--- src/rtl/weight_ram_sched_pkg.sv ---
// Shared DQN weight-RAM definitions: layer codes, RAM address width and per-layer depth.
// Pure declarations; no timing or backpressure of its own.
package weight_ram_sched_pkg;

    localparam int ADDR_WIDTH = 11;

    localparam logic [1:0] LAYER_NONE = 2'b00;
    localparam logic [1:0] LAYER_HID1 = 2'b01;
    localparam logic [1:0] LAYER_HID2 = 2'b10;
    localparam logic [1:0] LAYER_OUT  = 2'b11;

    typedef enum logic [1:0] {
        ST_IDLE  = 2'b00,
        ST_BURST = 2'b01,
        ST_DONE  = 2'b10
    } sched_state_e;

    // Each neuron stores one weight per input plus a bias word.
    function automatic logic [ADDR_WIDTH-1:0] layer_depth(
        input logic [1:0] layer,
        input int         n_in,
        input int         n_h1,
        input int         n_h2,
        input int         n_out
    );
        int d;
        case (layer)
            LAYER_HID1: d = n_h1 * (n_in + 1);
            LAYER_HID2: d = n_h2 * (n_h1 + 1);
            LAYER_OUT:  d = n_out * (n_h2 + 1);
            default:    d = 0;
        endcase
        return d[ADDR_WIDTH-1:0];
    endfunction

endpackage

--- src/rtl/weight_ram_sched_counter.sv ---
// Read address counter: synchronous clear, increment-enable, wraps after depth-1.
// Terminal flag is combinational from the count; the caller stalls by withholding inc_i.
module weight_addr_counter
    import weight_ram_sched_pkg::*;
(
    input  logic                  clk,
    input  logic                  rst,
    input  logic                  clr_i,
    input  logic                  inc_i,
    input  logic [ADDR_WIDTH-1:0] depth_i,
    output logic [ADDR_WIDTH-1:0] cnt_o,
    output logic                  last_o
);

    logic [ADDR_WIDTH-1:0] cnt_q;
    logic [ADDR_WIDTH-1:0] cnt_d;

    assign last_o = (cnt_q == depth_i - ADDR_WIDTH'(1));
    assign cnt_o  = cnt_q;

    always_comb begin
        cnt_d = cnt_q;
        if (clr_i) begin
            cnt_d = '0;
        end else if (inc_i) begin
            cnt_d = last_o ? '0 : cnt_q + ADDR_WIDTH'(1);
        end
    end

    always_ff @(posedge clk or posedge rst) begin
        if (rst) begin
            cnt_q <= '0;
        end else begin
            cnt_q <= cnt_d;
        end
    end

endmodule

--- src/rtl/weight_ram_sched.sv ---
// Weight RAM scheduler: layer read bursts interleaved with writes, commands registered (1-cycle latency).
// Writes stall via o_wr_ready, which during a burst alternates with reads so neither side starves.
module weight_ram_sched
    import weight_ram_sched_pkg::*;
#(
    parameter int DATA_WIDTH                    = 32,
    parameter int LAYER_WIDTH                   = 2,
    parameter int NUMBER_OF_INPUT_NODE          = 2,
    parameter int NUMBER_OF_HIDDEN_NODE_LAYER_1 = 32,
    parameter int NUMBER_OF_HIDDEN_NODE_LAYER_2 = 32,
    parameter int NUMBER_OF_OUTPUT_NODE         = 3
) (
    input  logic                   clk,
    input  logic                   rst,
    input  logic                   i_rd_start,
    input  logic [LAYER_WIDTH-1:0] i_rd_layer,
    output logic                   o_rd_busy,
    output logic                   o_rd_done,
    input  logic                   i_wr_valid,
    input  logic [LAYER_WIDTH-1:0] i_wr_layer,
    input  logic [ADDR_WIDTH-1:0]  i_wr_addr,
    input  logic [DATA_WIDTH-1:0]  i_wr_data,
    output logic                   o_wr_ready,
    output logic                   o_ram_enable,
    output logic                   o_rw_select,
    output logic [LAYER_WIDTH-1:0] o_weight_layer,
    output logic [ADDR_WIDTH-1:0]  o_weight_addr,
    output logic [DATA_WIDTH-1:0]  o_weight
);

    sched_state_e           state_q, state_d;
    logic [LAYER_WIDTH-1:0] burst_layer_q, burst_layer_d;
    logic                   last_rd_q, last_rd_d;
    logic                   ram_en_q, ram_en_d;
    logic                   rw_sel_q, rw_sel_d;
    logic [LAYER_WIDTH-1:0] wlayer_q, wlayer_d;
    logic [ADDR_WIDTH-1:0]  waddr_q, waddr_d;
    logic [DATA_WIDTH-1:0]  weight_q, weight_d;

    logic                   cnt_clr, cnt_inc, cnt_last;
    logic [ADDR_WIDTH-1:0]  cnt, depth;
    logic                   wr_fire;

    assign depth = layer_depth(2'(burst_layer_q), NUMBER_OF_INPUT_NODE,
                               NUMBER_OF_HIDDEN_NODE_LAYER_1,
                               NUMBER_OF_HIDDEN_NODE_LAYER_2,
                               NUMBER_OF_OUTPUT_NODE);

    weight_addr_counter u_cnt (
        .clk     (clk),
        .rst     (rst),
        .clr_i   (cnt_clr),
        .inc_i   (cnt_inc),
        .depth_i (depth),
        .cnt_o   (cnt),
        .last_o  (cnt_last)
    );

    assign o_wr_ready = (state_q != ST_BURST) || last_rd_q;
    assign wr_fire    = i_wr_valid && o_wr_ready;

    always_comb begin
        state_d       = state_q;
        burst_layer_d = burst_layer_q;
        last_rd_d     = last_rd_q;
        ram_en_d      = 1'b0;
        rw_sel_d      = rw_sel_q;
        wlayer_d      = wlayer_q;
        waddr_d       = waddr_q;
        weight_d      = weight_q;
        cnt_clr       = 1'b0;
        cnt_inc       = 1'b0;

        // A granted write owns this cycle's command slot, including the start cycle.
        if (wr_fire) begin
            ram_en_d  = 1'b1;
            rw_sel_d  = 1'b0;
            wlayer_d  = i_wr_layer;
            waddr_d   = i_wr_addr;
            weight_d  = i_wr_data;
            last_rd_d = 1'b0;
        end

        case (state_q)
            ST_IDLE: begin
                if (i_rd_start && (|i_rd_layer)) begin
                    state_d       = ST_BURST;
                    burst_layer_d = i_rd_layer;
                    cnt_clr       = 1'b1;
                end
            end
            ST_BURST: begin
                if (!wr_fire) begin
                    ram_en_d  = 1'b1;
                    rw_sel_d  = 1'b1;
                    wlayer_d  = burst_layer_q;
                    waddr_d   = cnt;
                    weight_d  = '0;
                    last_rd_d = 1'b1;
                    cnt_inc   = 1'b1;
                    if (cnt_last) begin
                        state_d = ST_DONE;
                    end
                end
            end
            ST_DONE: state_d = ST_IDLE;
            default: state_d = ST_IDLE;
        endcase
    end

    always_ff @(posedge clk or posedge rst) begin
        if (rst) begin
            state_q       <= ST_IDLE;
            burst_layer_q <= '0;
            last_rd_q     <= 1'b0;
            ram_en_q      <= 1'b0;
            rw_sel_q      <= 1'b0;
            wlayer_q      <= '0;
            waddr_q       <= '0;
            weight_q      <= '0;
        end else begin
            state_q       <= state_d;
            burst_layer_q <= burst_layer_d;
            last_rd_q     <= last_rd_d;
            ram_en_q      <= ram_en_d;
            rw_sel_q      <= rw_sel_d;
            wlayer_q      <= wlayer_d;
            waddr_q       <= waddr_d;
            weight_q      <= weight_d;
        end
    end

    assign o_rd_busy      = (state_q == ST_BURST);
    assign o_rd_done      = (state_q == ST_DONE);
    assign o_ram_enable   = ram_en_q;
    assign o_rw_select    = rw_sel_q;
    assign o_weight_layer = wlayer_q;
    assign o_weight_addr  = waddr_q;
    assign o_weight       = weight_q;

endmodule
--- config.mk ---
export PLATFORM = sky130hd
export DESIGN_NAME = weight_ram_sched
export DESIGN_NICKNAME = d
export VERILOG_FILES = /design/src/rtl/weight_ram_sched_pkg.sv /design/src/rtl/weight_ram_sched_counter.sv /design/src/rtl/weight_ram_sched.sv
export SDC_FILE = /design/constraint.sdc
export NUM_CORES = 1
export LEC_CHECK = 0
export ABC_AREA = 1
export BUFFER_PORTS_ARGS = -buffer_cell sky130_fd_sc_hd__buf_4
export CAP_MARGIN = 15
export CORE_ASPECT_RATIO = 0.9
export CORE_MARGIN = 1
export CORE_UTILIZATION = 50
export DETAILED_ROUTE_END_ITERATION = 8
export HOLD_SLACK_MARGIN = 0.02
export PLACE_DENSITY = 0.79
export SYNTH_ARGS = -nofsm -noshare
export SYNTH_HDL_FRONTEND = slang
export SYNTH_SLANG_ARGS = --single-unit
--- constraint.sdc ---
create_clock -name clk -period 2.15 [get_ports clk]
set_clock_uncertainty 0.15 [all_clocks]
set_input_delay 0.215 -clock clk [delete_from_list [all_inputs] [get_ports clk]]
set_output_delay 0.215 -clock clk [all_outputs]
set_load 0.01 [all_outputs]
# After elaboration in Yosys (flattened, before gate mapping)

Index checks and enable logic that the tools add are counted.

Add/subtract/negate cells: 2
Eq/ne operators: 10
Mux-type cells: 30
Reductions and logical operators: 8

Operator list:

| cell                    | number |
|---|---|
| $mux W32                | 3 |
| $mux W11                | 6 |
| $pmux W11 S3            | 1 |
| $mux W1                 | 13 |
| $mux W2                 | 6 |
| $add A11 B1 Y11 const B | 1 |
| $eq A11 B11 Y1          | 1 |
| $sub A11 B1 Y11 const B | 1 |
| $eq A2 B2 Y1 const B    | 3 |
| $eq A2 B1 Y1 const B    | 2 |
| $ne A2 B1 Y1 const B    | 2 |
| $ne A2 B2 Y1 const B    | 2 |
| $pmux W2 S2             | 1 |
| $reduce_and A3 Y1       | 1 |
| $logic_and A1 B1 Y1     | 2 |
| $logic_not A2 Y1        | 1 |
| $reduce_and A2 Y1       | 1 |
| $reduce_bool A2 Y1      | 1 |
| $reduce_or A2 Y1        | 1 |
| $logic_or A1 B1 Y1      | 1 |

Flip-flop bits (word level): 63
Input bits: 51
Word-level logic and storage cells: 59

# Longest topological paths before layout

Gate-level depths: netlist of run 1.

Depth after elaboration: 7
Gate-level depth with buffers: 11
Gate-level depth less buffers: 11

# By module

Synthesis of run 1 repeated with hierarchy kept, for this count alone.

Cells, all modules: 479
Area total of the unflattened synthesis: 3,478.3 µm²

By module, submodules not included:

| module              | times used | cells each | area an instance (µm²) | seq. area each (µm²) |
|---|---|---|---|---|
| weight_ram_sched    | 1          | 279        | 2,238.4                | 1,301.2 |
| weight_addr_counter | 1          | 200        | 1,239.9                | 275.3 |

# Least setup slack after synthesis of run 1

OpenSTA, ideal clock, no wires.

Path type: register -> register
Start: register burst_layer_q[0]
End: register u_cnt.cnt_q[10], in the netlist u_cnt.cnt_o[10]
Setup time: 0.126 ns
Data arrival time: 1.360 ns
Required time: 1.874 ns
Path slack: 0.514 ns
Stages on the path, launching flop included: 11
Buffers on the path: 1
Period minus slack after synthesis: 1.636 ns
Path through: dfrtp_1 ha_1 buf_2 nand2_1 inv_1 nor2_1 nand2_1 nor2_1 nand3_1 nand2_2 a21oi_1

Word-level cells in the longest chain between the ends: 7

Ends and longest elaborated chain:

| element                                      | line                           | text |
|---|---|---|
| from (decl)                                  | weight_ram_sched.sv:32         | `logic [LAYER_WIDTH-1:0] burst_layer_q, burst_layer_d;` |
| from (signal assigned)                       | weight_ram_sched.sv:123        | `burst_layer_q <= burst_layer_d;` |
| $eq A2 B2 Y1 or $eq A2 B1 Y1 (tied branches) | weight_ram_sched_pkg.sv:27     | `case (layer)` |
| $pmux W11 S3 *                               | weight_ram_sched_pkg.sv:27     |  |
| $sub A11 B1 Y11 *                            | weight_ram_sched_counter.sv:18 | `assign last_o = (cnt_q == depth_i - ADDR_WIDTH'(1));` |
| $eq A11 B11 Y1 *                             | weight_ram_sched_counter.sv:18 |  |
| $mux W11 *                                   | weight_ram_sched_counter.sv:26 | `cnt_d = last_o ? '0 : cnt_q + ADDR_WIDTH'(1);` |
| $mux W11 *                                   | weight_ram_sched_counter.sv:25 | `end else if (inc_i) begin` |
| $mux W11 *                                   | weight_ram_sched_counter.sv:23 | `if (clr_i) begin` |
| to (signal assigned)                         | weight_ram_sched_counter.sv:34 | `cnt_q <= cnt_d;` |
| to (decl)                                    | weight_ram_sched_counter.sv:15 | `logic [ADDR_WIDTH-1:0] cnt_q;` |

Mark *: on every way between the ends. The rest lies on a longest branch, timed or not. The select of a mux whose other input is x is not followed.
A chain may end at the register's enable or synchronous reset.

# Worst setup path after layout of run 1

Start: register u_cnt.cnt_q[0], in the netlist u_cnt.cnt_o[0]
End: register u_cnt.cnt_q[6], in the netlist u_cnt.cnt_o[6]

Word-level cells in the longest chain between the ends: 4

Ends and longest elaborated chain:

| element                                           | line |
|---|---|
| $add A11 B1 Y11 or $eq A11 B11 Y1 (tied branches) | weight_ram_sched_counter.sv:26, weight_ram_sched_counter.sv:18 |
| $mux W11 *                                        | weight_ram_sched_counter.sv:26 |
| $mux W11 *                                        | weight_ram_sched_counter.sv:25 |
| $mux W11 *                                        | weight_ram_sched_counter.sv:23 |

Marked as above.

==> impl_metrics.csv, run 1 <==
group,metric,value,unit
power,ir_drop,0.000818,V
critical_path,r2r_start,"u_cnt.cnt_o[0]$_DFFE_PP0P_",
sta,finalCritPeriodShare,0.891,
global_route,grt_max_degree,48,
power,fin_total_pwr,4.91,mW
placement,dp_hpwl,5590,um
clocking,clock_sinks,63,
clocking,cts_tree,"built",
clocking,clockBufferDepth,2,
synth,avgSynthCellArea,8.91,um2
routing,viasPerCell,5.43,
clocking,clk_pin_slew,70,ps
critical_path,startpoint_type,"register",
synth,synthTopCellsByArea,"dfrtp_1 52%, nand2_1 11%, a22o_1 9.3%",
global_route,grt_overflow,0,
critical_path,path_class,"reg -> reg",
routing,first_pass_iters,7,
die,start_util,0.524,
finish,area_growth_syn_to_layout,49.4,%
synth,netlist_area,3020,um2
routing,finalWirelength,9720,um
global_route,grt_usage,0.310,
synth,yosys.area.top_type,"dfrtp_1",
power,leakage,2.32,nW
global_route,grt_pass1_wl,14700,um
sta,slew_violations,0,
die,die_y,75.7,um
finish,fillCellCount,349,
die,ios,101,
sta,finalSetupViolations,0,
synth,synth_top_area_frac,0.522,
sta,relSlewSlack,0.482,
sta,rsz0062_at_grt,"false",
global_route,antenna_found_initial,1,
sta,setup_tns,0,ps
critical_path,end_kind,"register",
clocking,post_cts_buffers,0,
sta,final-hold-violation-count,0,
synth,synth-seq-cells,63,
critical_path,cp_max_fo,6,
placement,gp_congestion,0.913,
routing,dr_total_vias,3079,
run_status,status,"finished, violations left",
synth,netlist_instances,339,
die,die_w,83.9,um
placement,port_buffers,100,
finish,multiInputGateArea,1200,um2
worst_hold_path,min_from,"i_rd_start",
worst_hold_path,hold_path.class,"in -> reg",
critical_path,arrival,1990,ps
sta,max_freq,522,MHz
synth,syn_nets,394,
synth,synth_warnings,0,
routing,wl_per_cell,17.1,um
clocking,cts_max_level,3,
die,num_rows,26,
critical_path,crit_path_start,"u_cnt.cnt_o[0]$_DFFE_PP0P_",
sta,fin_crit,1920,ps
routing,drtIter0Drc,366,
clocking,cts_made_buffers,9,
critical_path,cp_data_required_time,2230,ps
finish,nNetsFinal,546,
routing,ant_nets,0,
routing,drc,14,
finish,regArea,1580,um2
global_route,grt_pass1_vias,2974,
clocking,clock_latency,350,ps
flow_run,maxCapViolations,0,
finish,stdcell_count,567,
die,fp.coreArea,5760,um2
finish,post_route_cells_drive_above_1_share,0.278,
synth,ys_types,25,
run_status,violations,"DRC",
power,pwr_density_cell,1090,nW/um2
sta,worst_pin_slew,775,ps
placement,dp.cells,501,
clocking,cts_root_buf,"clkbuf_8",
die,die-area,6350,um2
synth,ys_seq_area_frac,0.522,
[cell usage after synthesis]
| library cell | n |
|---|---|
| a21oi_1 | 7 |
| a21oi_2 | 2 |
| a22o_1 | 32 |
| buf_2 | 9 |
| buf_6 | 4 |
| clkbuf_1 | 1 |
| dfrtp_1 | 63 |
| ha_1 | 4 |
| inv_1 | 36 |
| inv_2 | 4 |
| nand2_1 | 91 |
| nand2_2 | 5 |
| nand2_4 | 1 |
| nand3_1 | 16 |
| nand3b_1 | 1 |
| nand4_1 | 6 |
| nor2_1 | 28 |
| nor2_2 | 1 |
| nor2_8 | 1 |
| nor3_1 | 2 |
| o211ai_1 | 10 |
| o21ai_0 | 8 |
| o21ai_1 | 3 |
| o21ai_2 | 1 |
| xor2_1 | 3 |
[final cells by class]
class,count,share of cell area
multi-input combinational,222,0.266
clock buffer,9,0.0275
inverter,40,0.0333
tap,70,0.0194
antenna,1,0.000555
clock inverter,7,0.0158
sequential,63,0.350
timing repair buffer,155,0.288
[worst paths after layout]
path / end / slack, ps / depth (start not counted)
worst max register to register: u_cnt.cnt_o[6]$_DFFE_PP0P_ / 230 / 6
worst min register to register: o_weight_addr[3]$_DFF_PP0_ / 370 / 2
worst min-delay path: state_q[0]$_DFFE_PP0P_ / 120 / 6
min in group asynchronous: o_weight[24]$_DFF_PP0_ / 350 / 3
max in group asynchronous: u_cnt.cnt_o[3]$_DFFE_PP0P_ / 910 / 4
worst max-delay path: u_cnt.cnt_o[6]$_DFFE_PP0P_ / 230 / 6
[metrics by stage]
step,setup slack (ps),util,hold slack (ps),cell area (um2)
finish,234,0.783,116,4510
detailed placement,308,0.664,169,3820
global route,26.3,0.783,168,4510
CTS,266,0.783,112,4510
floorplan,215,-,161,3020
global placement,358,0.664,159,3820
[what timing repair did]
action	CTS	global route
hold endpoints to repair	75	0
hold buffers	49	0
gates resized for setup	0	0
[critical path: stages (launching register included)]
cell and delay [ps]:
dfrtp_1 460, ha_1 240, inv_1 70, nor3_1 450, nand2_1 140, xor2_1 230, a21oi_2 60
[registers in the layout, summed over array words and instances, names as in the netlist]
signal and count:
o_rw_select 1, o_ram_enable 1, burst_layer_q 2, o_weight_addr 11
state_q 2, last_rd_q 1, o_weight_layer 2, o_weight 32
u_cnt.cnt_o 11
[power by group]
part / internal (mW) / switching [mW] / total [mW]
Sequential: 1.52 / 0.265 / 1.79
Combinational: 0.907 / 1.17 / 2.08
Clock: 0.534 / 0.508 / 1.04
[placed cells by master (no fill, tap or decap), drive strengths merged]
master and n:
buf 106, nand2 97, dfrtp 63, dlygate4sd3 49
inv 41, a22o 32, nor2 30, nand3 16
o21ai 12, o211ai 10, clkbuf 9, a21oi 9
nand4 6, ha 4, xor2 3, clkinvlp 3
nor3 2, clkinv 2, diode 1, nand3b 1
bufinv 1
[logic make-up after synthesis]
family                   Yosys count  synth area share
buffers and inverters             54            0.0808
adder cells (fa/ha/maj)            4            0.0166
flip-flops                        63             0.522
AND/OR/NAND/NOR                  152             0.216
AO/OA/AOI/OAI                     63             0.156
XOR/XNOR                           3           0.00870
[routing by layer]
layer	global-route usage	wire (um)
met5	0	0
met4	0.167	352
met3	0.0845	739
met2	0.540	5040
met1	0.359	3580
(Power assumes the default switching activity.)
==> run 2, diff against run 1 <==
Settings changed: MAX_ROUTING_LAYER from default to met4.
==> impl_metrics.csv, run 2 (synthesized netlist as in run 1, its figures left out) <==
group,metric,value,unit
power,seqPwrFrac,0.345,
clocking,cts_resized,0,
placement,gp_congestion,0.937,
power,share_comb_of_total_power,0.405,
critical_path,cp_data_required_time,2210,ps
clocking,cts_tree,"built",
routing,viasPerCell,5.48,
global_route,antenna_found_initial,0,
flow_run,maxCapViolations,0,
worst_hold_path,hold_path.class,"in -> reg",
clocking,cts_root_buf,"clkbuf_8",
clocking,clock_latency,350,ps
critical_path,path_class,"reg -> reg",
clocking,clockBufferDepth,2,
global_route,grt_max_degree,48,
clocking,cts_max_level,3,
sta,worst_pin_slew,783,ps
placement,preCtsSetupSlack,300,ps
critical_path,cp_cell_sequence,"inv_1 -> ha_1 -> inv_1 -> nand2_1 -> nand2_1 -> nand2_1 -> nor2_1 -> nand3_1 -> nand2_2 -> a21oi_1",
clocking,post_cts_buffers,0,
finish,fillCellCount,349,
finish,regArea,1580,um2
sta,slew_violations,0,
placement,port_buffers,100,
critical_path,path_buf_inv,2,
clocking,holdBufCountCts,49,
die,ios,101,
critical_path,arrival,1970,ps
power,leakage,2.35,nW
sta,setup_tns,0,ps
power,switching_power,1.97,mW
routing,dr_total_vias,3102,
sta,worst_slack,243,ps
die,die_w,83.9,um
die,die-area,6350,um2
power,internal_power,3.20,mW
sta,max_freq,524,MHz
routing,drc,14,
die,fp.coreArea,5760,um2
critical_path,crit_slowest_cell,"dfrtp_1",
power,clockPowerShare,0.249,
sta,fin_crit,1910,ps
power,switching_share,0.380,
die,die_y,75.7,um
critical_path,r2r_slack,240,ps
run_status,violations,"DRC",
routing,wl_per_cell,17.4,um
global_route,grt_pass1_wl,14800,um
global_route,grt_overflow,0,
global_route,grt_pass1_vias,3005,
finish,antenna_cells_inserted,0,
power,ir_drop,0.000833,V
finish,layout_commonest_cell,"buf_4",
global_route,grt_usage,0.323,
routing,finalWirelength,9840,um
routing,first_pass_iters,7,
run_status,status,"finished, violations left",
finish,area_growth_syn_to_layout,50.9,%
critical_path,path_delay_family,"simple AND/OR/NAND/NOR gates",
finish,post_route_cells_drive_above_1_share,0.278,
clocking,cts_made_buffers,9,
sta,hold_ws,153,ps
sta,final-hold-violation-count,0,
finish,multiInputGateArea,1200,um2
power,pwr_density_cell,1130,nW/um2
routing,drtIter0Drc,243,
routing,ant_nets,0,
sta,finalCritPeriodShare,0.887,
finish,final_cell_mix,"105 x buf_4, 91 x nand2_1, 63 x dfrtp_1",
finish,largest_reg_flops,32,
placement,dp_hpwl,5760,um
critical_path,worst_path_most_repeated_cell,"nand2_1",
sta,finalSetupViolations,0,
critical_path,slowest_delay,400,ps
die,start_util,0.524,
critical_path,cp_max_fo,7,
critical_path,end_kind,"register",
finish,nNetsFinal,546,
die,num_rows,26,
critical_path,startpoint_type,"register",
clocking,clk_pin_slew,80,ps
sta,relSlewSlack,0.477,
sta,rsz0062_at_grt,"false",
clocking,clock_sinks,63,
## run 2: layout make-up
cell class,count,share of cell area
Clock inverter,7,0.0264
Sequential cell,63,0.346
Tap cell,70,0.0192
Clock buffer,9,0.0272
Inverter,40,0.0330
Multi-Input combinational cell,222,0.263
Timing Repair Buffer,155,0.285
## run 2: routing by layer
metal / track usage / up-vias / routed length, um
met4: 0.178 / 0 / 429
met2: 0.566 / 158 / 5060
li1: - / 1423 / -
met3: 0.0748 / 42 / 658
met1: 0.349 / 1479 / 3690
met5: - / - / 0
## run 2: path summary, 6_finish.rpt
path,from,end,depth (start not counted)
setup / recovery,burst_layer_q[0]$_DFFE_PP0N_,u_cnt.cnt_o[9]$_DFFE_PP0P_,10
hold / removal,i_rd_start,state_q[0]$_DFFE_PP0P_,6
setup reg to reg,burst_layer_q[0]$_DFFE_PP0N_,u_cnt.cnt_o[9]$_DFFE_PP0P_,10
hold reg to reg,o_weight[30]$_DFF_PP0_,o_weight[30]$_DFF_PP0_,1
max in group asynchronous,rst,u_cnt.cnt_o[0]$_DFFE_PP0P_,4
min in group asynchronous,rst,o_weight[20]$_DFF_PP0_,3
## run 2: through the flow
stage | util | instances | power [mW] | cell area [um2]
after CTS | 0.791 | 566 | 5.06 | 4560
after global placement | 0.664 | 501 | 3.68 | 3820
after detailed placement | 0.664 | 501 | 3.73 | 3820
after floorplan | - | 339 | 2.95 | 3020
final | 0.791 | 566 | 5.17 | 4560
after global routing | 0.791 | 566 | 5.45 | 4560
## run 2: worst register-to-register path, cell delays in order (launching register included)
cell and delay [ps]:
dfrtp_1 400, inv_1 110, ha_1 320, inv_1 60
nand2_1 40, nand2_1 100, nand2_1 70, nor2_1 80
nand3_1 130, nand2_2 190, a21oi_1 120
## run 2: power by group through the flow
| stage | Clock, mW | Combinational [mW] | Sequential [mW] |
|---|---|---|---|
| finish | 1.29 | 2.10 | 1.78 |
| global route | 1.35 | 2.29 | 1.81 |
| CTS | 1.27 | 2.04 | 1.75 |
| detailed placement | 0 | 1.96 | 1.77 |
| global placement | 0 | 1.91 | 1.76 |
| floorplan | 0 | 1.08 | 1.87 |
==> run 3, diff against run 2 <==
Settings changed: CORE_ASPECT_RATIO 0.9 to default.
==> impl_metrics.csv, run 3 (synthesized netlist as in run 1, its figures left out) <==
group,metric,value,unit
global_route,grt_overflow,0,
global_route,grt_max_degree,48,
global_route,grt_pass1_vias,3042,
sta,finalCritPeriodShare,0.892,
finish,final_cell_mix,"102 x buf_4, 91 x nand2_1, 63 x dfrtp_1",
power,ir_drop,0.000630,V
critical_path,end_kind,"register",
routing,finalWirelength,9900,um
finish,area_growth_syn_to_layout,49.2,%
sta,final-hold-violation-count,0,
routing,ant_nets,0,
clocking,cts_max_level,3,
critical_path,arrival,2010,ps
sta,slew_violations,0,
sta,worst_pin_slew,797,ps
clocking,cts_resized,0,
routing,drtIter0Drc,242,
critical_path,cp_max_fo,43,
placement,placed_area,3800,um2
global_route,grt_usage,0.338,
run_status,status,"completed",
routing,first_pass_iters,4,
die,start_util,0.532,
die,die_w,79.7,um
sta,max_freq,521,MHz
finish,antenna_cells_inserted,0,
placement,dp_hpwl,5750,um
critical_path,path_class,"reg -> reg",
critical_path,startpoint_type,"register",
routing,dr_total_vias,3053,
clocking,clockBufferDepth,2,
sta,rsz0062_at_grt,"false",
worst_hold_path,hold_path.class,"in -> reg",
routing,viasPerCell,5.40,
sta,relSlewSlack,0.468,
clocking,cts_made_buffers,9,
global_route,grt_pass1_wl,15300,um
sta,fin_crit,1920,ps
clocking,clk_pin_slew,70,ps
sta,setup_tns,0,ps
finish,post_route_cells_drive_above_1_share,0.274,
die,ios,101,
die,fp.coreArea,5680,um2
power,pwr_density_cell,1110,nW/um2
power,leakage,2.33,nW
sta,finalSetupViolations,0,
clocking,clock_latency,340,ps
flow_run,maxCapViolations,0,
clocking,clock_sinks,63,
die,die_y,79.7,um
clocking,cts_tree,"built",
routing,wl_per_cell,17.5,um
routing,drc,0,
critical_path,cp_data_required_time,2250,ps
die,die-area,6350,um2
finish,layout_commonest_cell,"buf_4",
placement,port_buffers,100,
finish,largest_reg_flops,32,
placement,gp_congestion,0.939,
finish,nNetsFinal,543,
global_route,antenna_found_initial,0,
finish,fin_area,4500,um2
clocking,cts_root_buf,"clkbuf_8",
die,num_rows,27,
run 3: cell types whose count changed in the layout (fill, tap and decap cells not counted):
| cell | change |
|---|---|
| clkinv_4 | -1 |
| inv_6 | -1 |
| bufinv_16 | -1 |
| buf_4 | -3 |
| clkinv_2 | +3 |
run 3: through the flow:
step / power, mW / utilization / std cells / worst slack [ps] / hold slack (ps)
CTS: 4.89 / 0.793 / 565 / 316 / 140
global route: 5.27 / 0.793 / 565 / 83.2 / 185
floorplan: 2.95 / - / 339 / 215 / 161
finish: 5.00 / 0.793 / 565 / 232 / 157
global placement: 3.68 / 0.670 / 500 / 391 / 74.5
detailed placement: 3.72 / 0.670 / 500 / 327 / 80.8
run 3: repair_timing:
action / in CTS / in global routing
endpoints found under the hold margin: 66 / 0
hold buffers: 49 / 0
buffers inserted: 0 / 0
run 3: path summary, 6_finish.rpt:
kind,endpoint,from,slack (ps),cells after the start
setup / recovery,o_weight_layer[0]$_DFF_PP0_,state_q[0]$_DFFE_PP0P_,230,7
hold / removal,state_q[0]$_DFFE_PP0P_,i_rd_start,160,6
setup reg to reg,o_weight_layer[0]$_DFF_PP0_,state_q[0]$_DFFE_PP0P_,230,7
hold reg to reg,o_weight_addr[1]$_DFF_PP0_,o_weight_addr[1]$_DFF_PP0_,360,2
max in group asynchronous,state_q[0]$_DFFE_PP0P_,rst,1000,4
min in group asynchronous,o_weight_addr[4]$_DFF_PP0_,rst,290,3
run 3: cell type report:
cell class | count | area [um2]
multi-input cells | 222 | 1200
flip-flops and latches | 63 | 1580
fillers | 345 | 1170
repair buffers | 152 | 1280
clock buffers | 9 | 124
well taps | 72 | 90.1
clock inverters | 7 | 87.6
inverters | 40 | 150
run 3: per-layer routing:
layer  vias up  routed length (um)  track usage
li1       1414                   -            -
met1      1454                4060        0.408
met2       154                4760        0.534
met3        31                 792        0.101
met4         0                 284        0.131
met5         -                   0            -
run 3: critical path, cell delays in order (launching register included):
cell and delay [ps]:
dfrtp_1 410, inv_2 110, nor2_8 50, inv_1 120, nand2_2 90, inv_2 530, nand2_1 190, o211ai_1 170
run 3: where the power goes:
group          leakage, nW  internal (mW)  switching [mW]
sequential           0.813           1.52           0.262
clock                0.109          0.644           0.473
combinational         1.41          0.895            1.20
total                 2.33           3.06            1.93
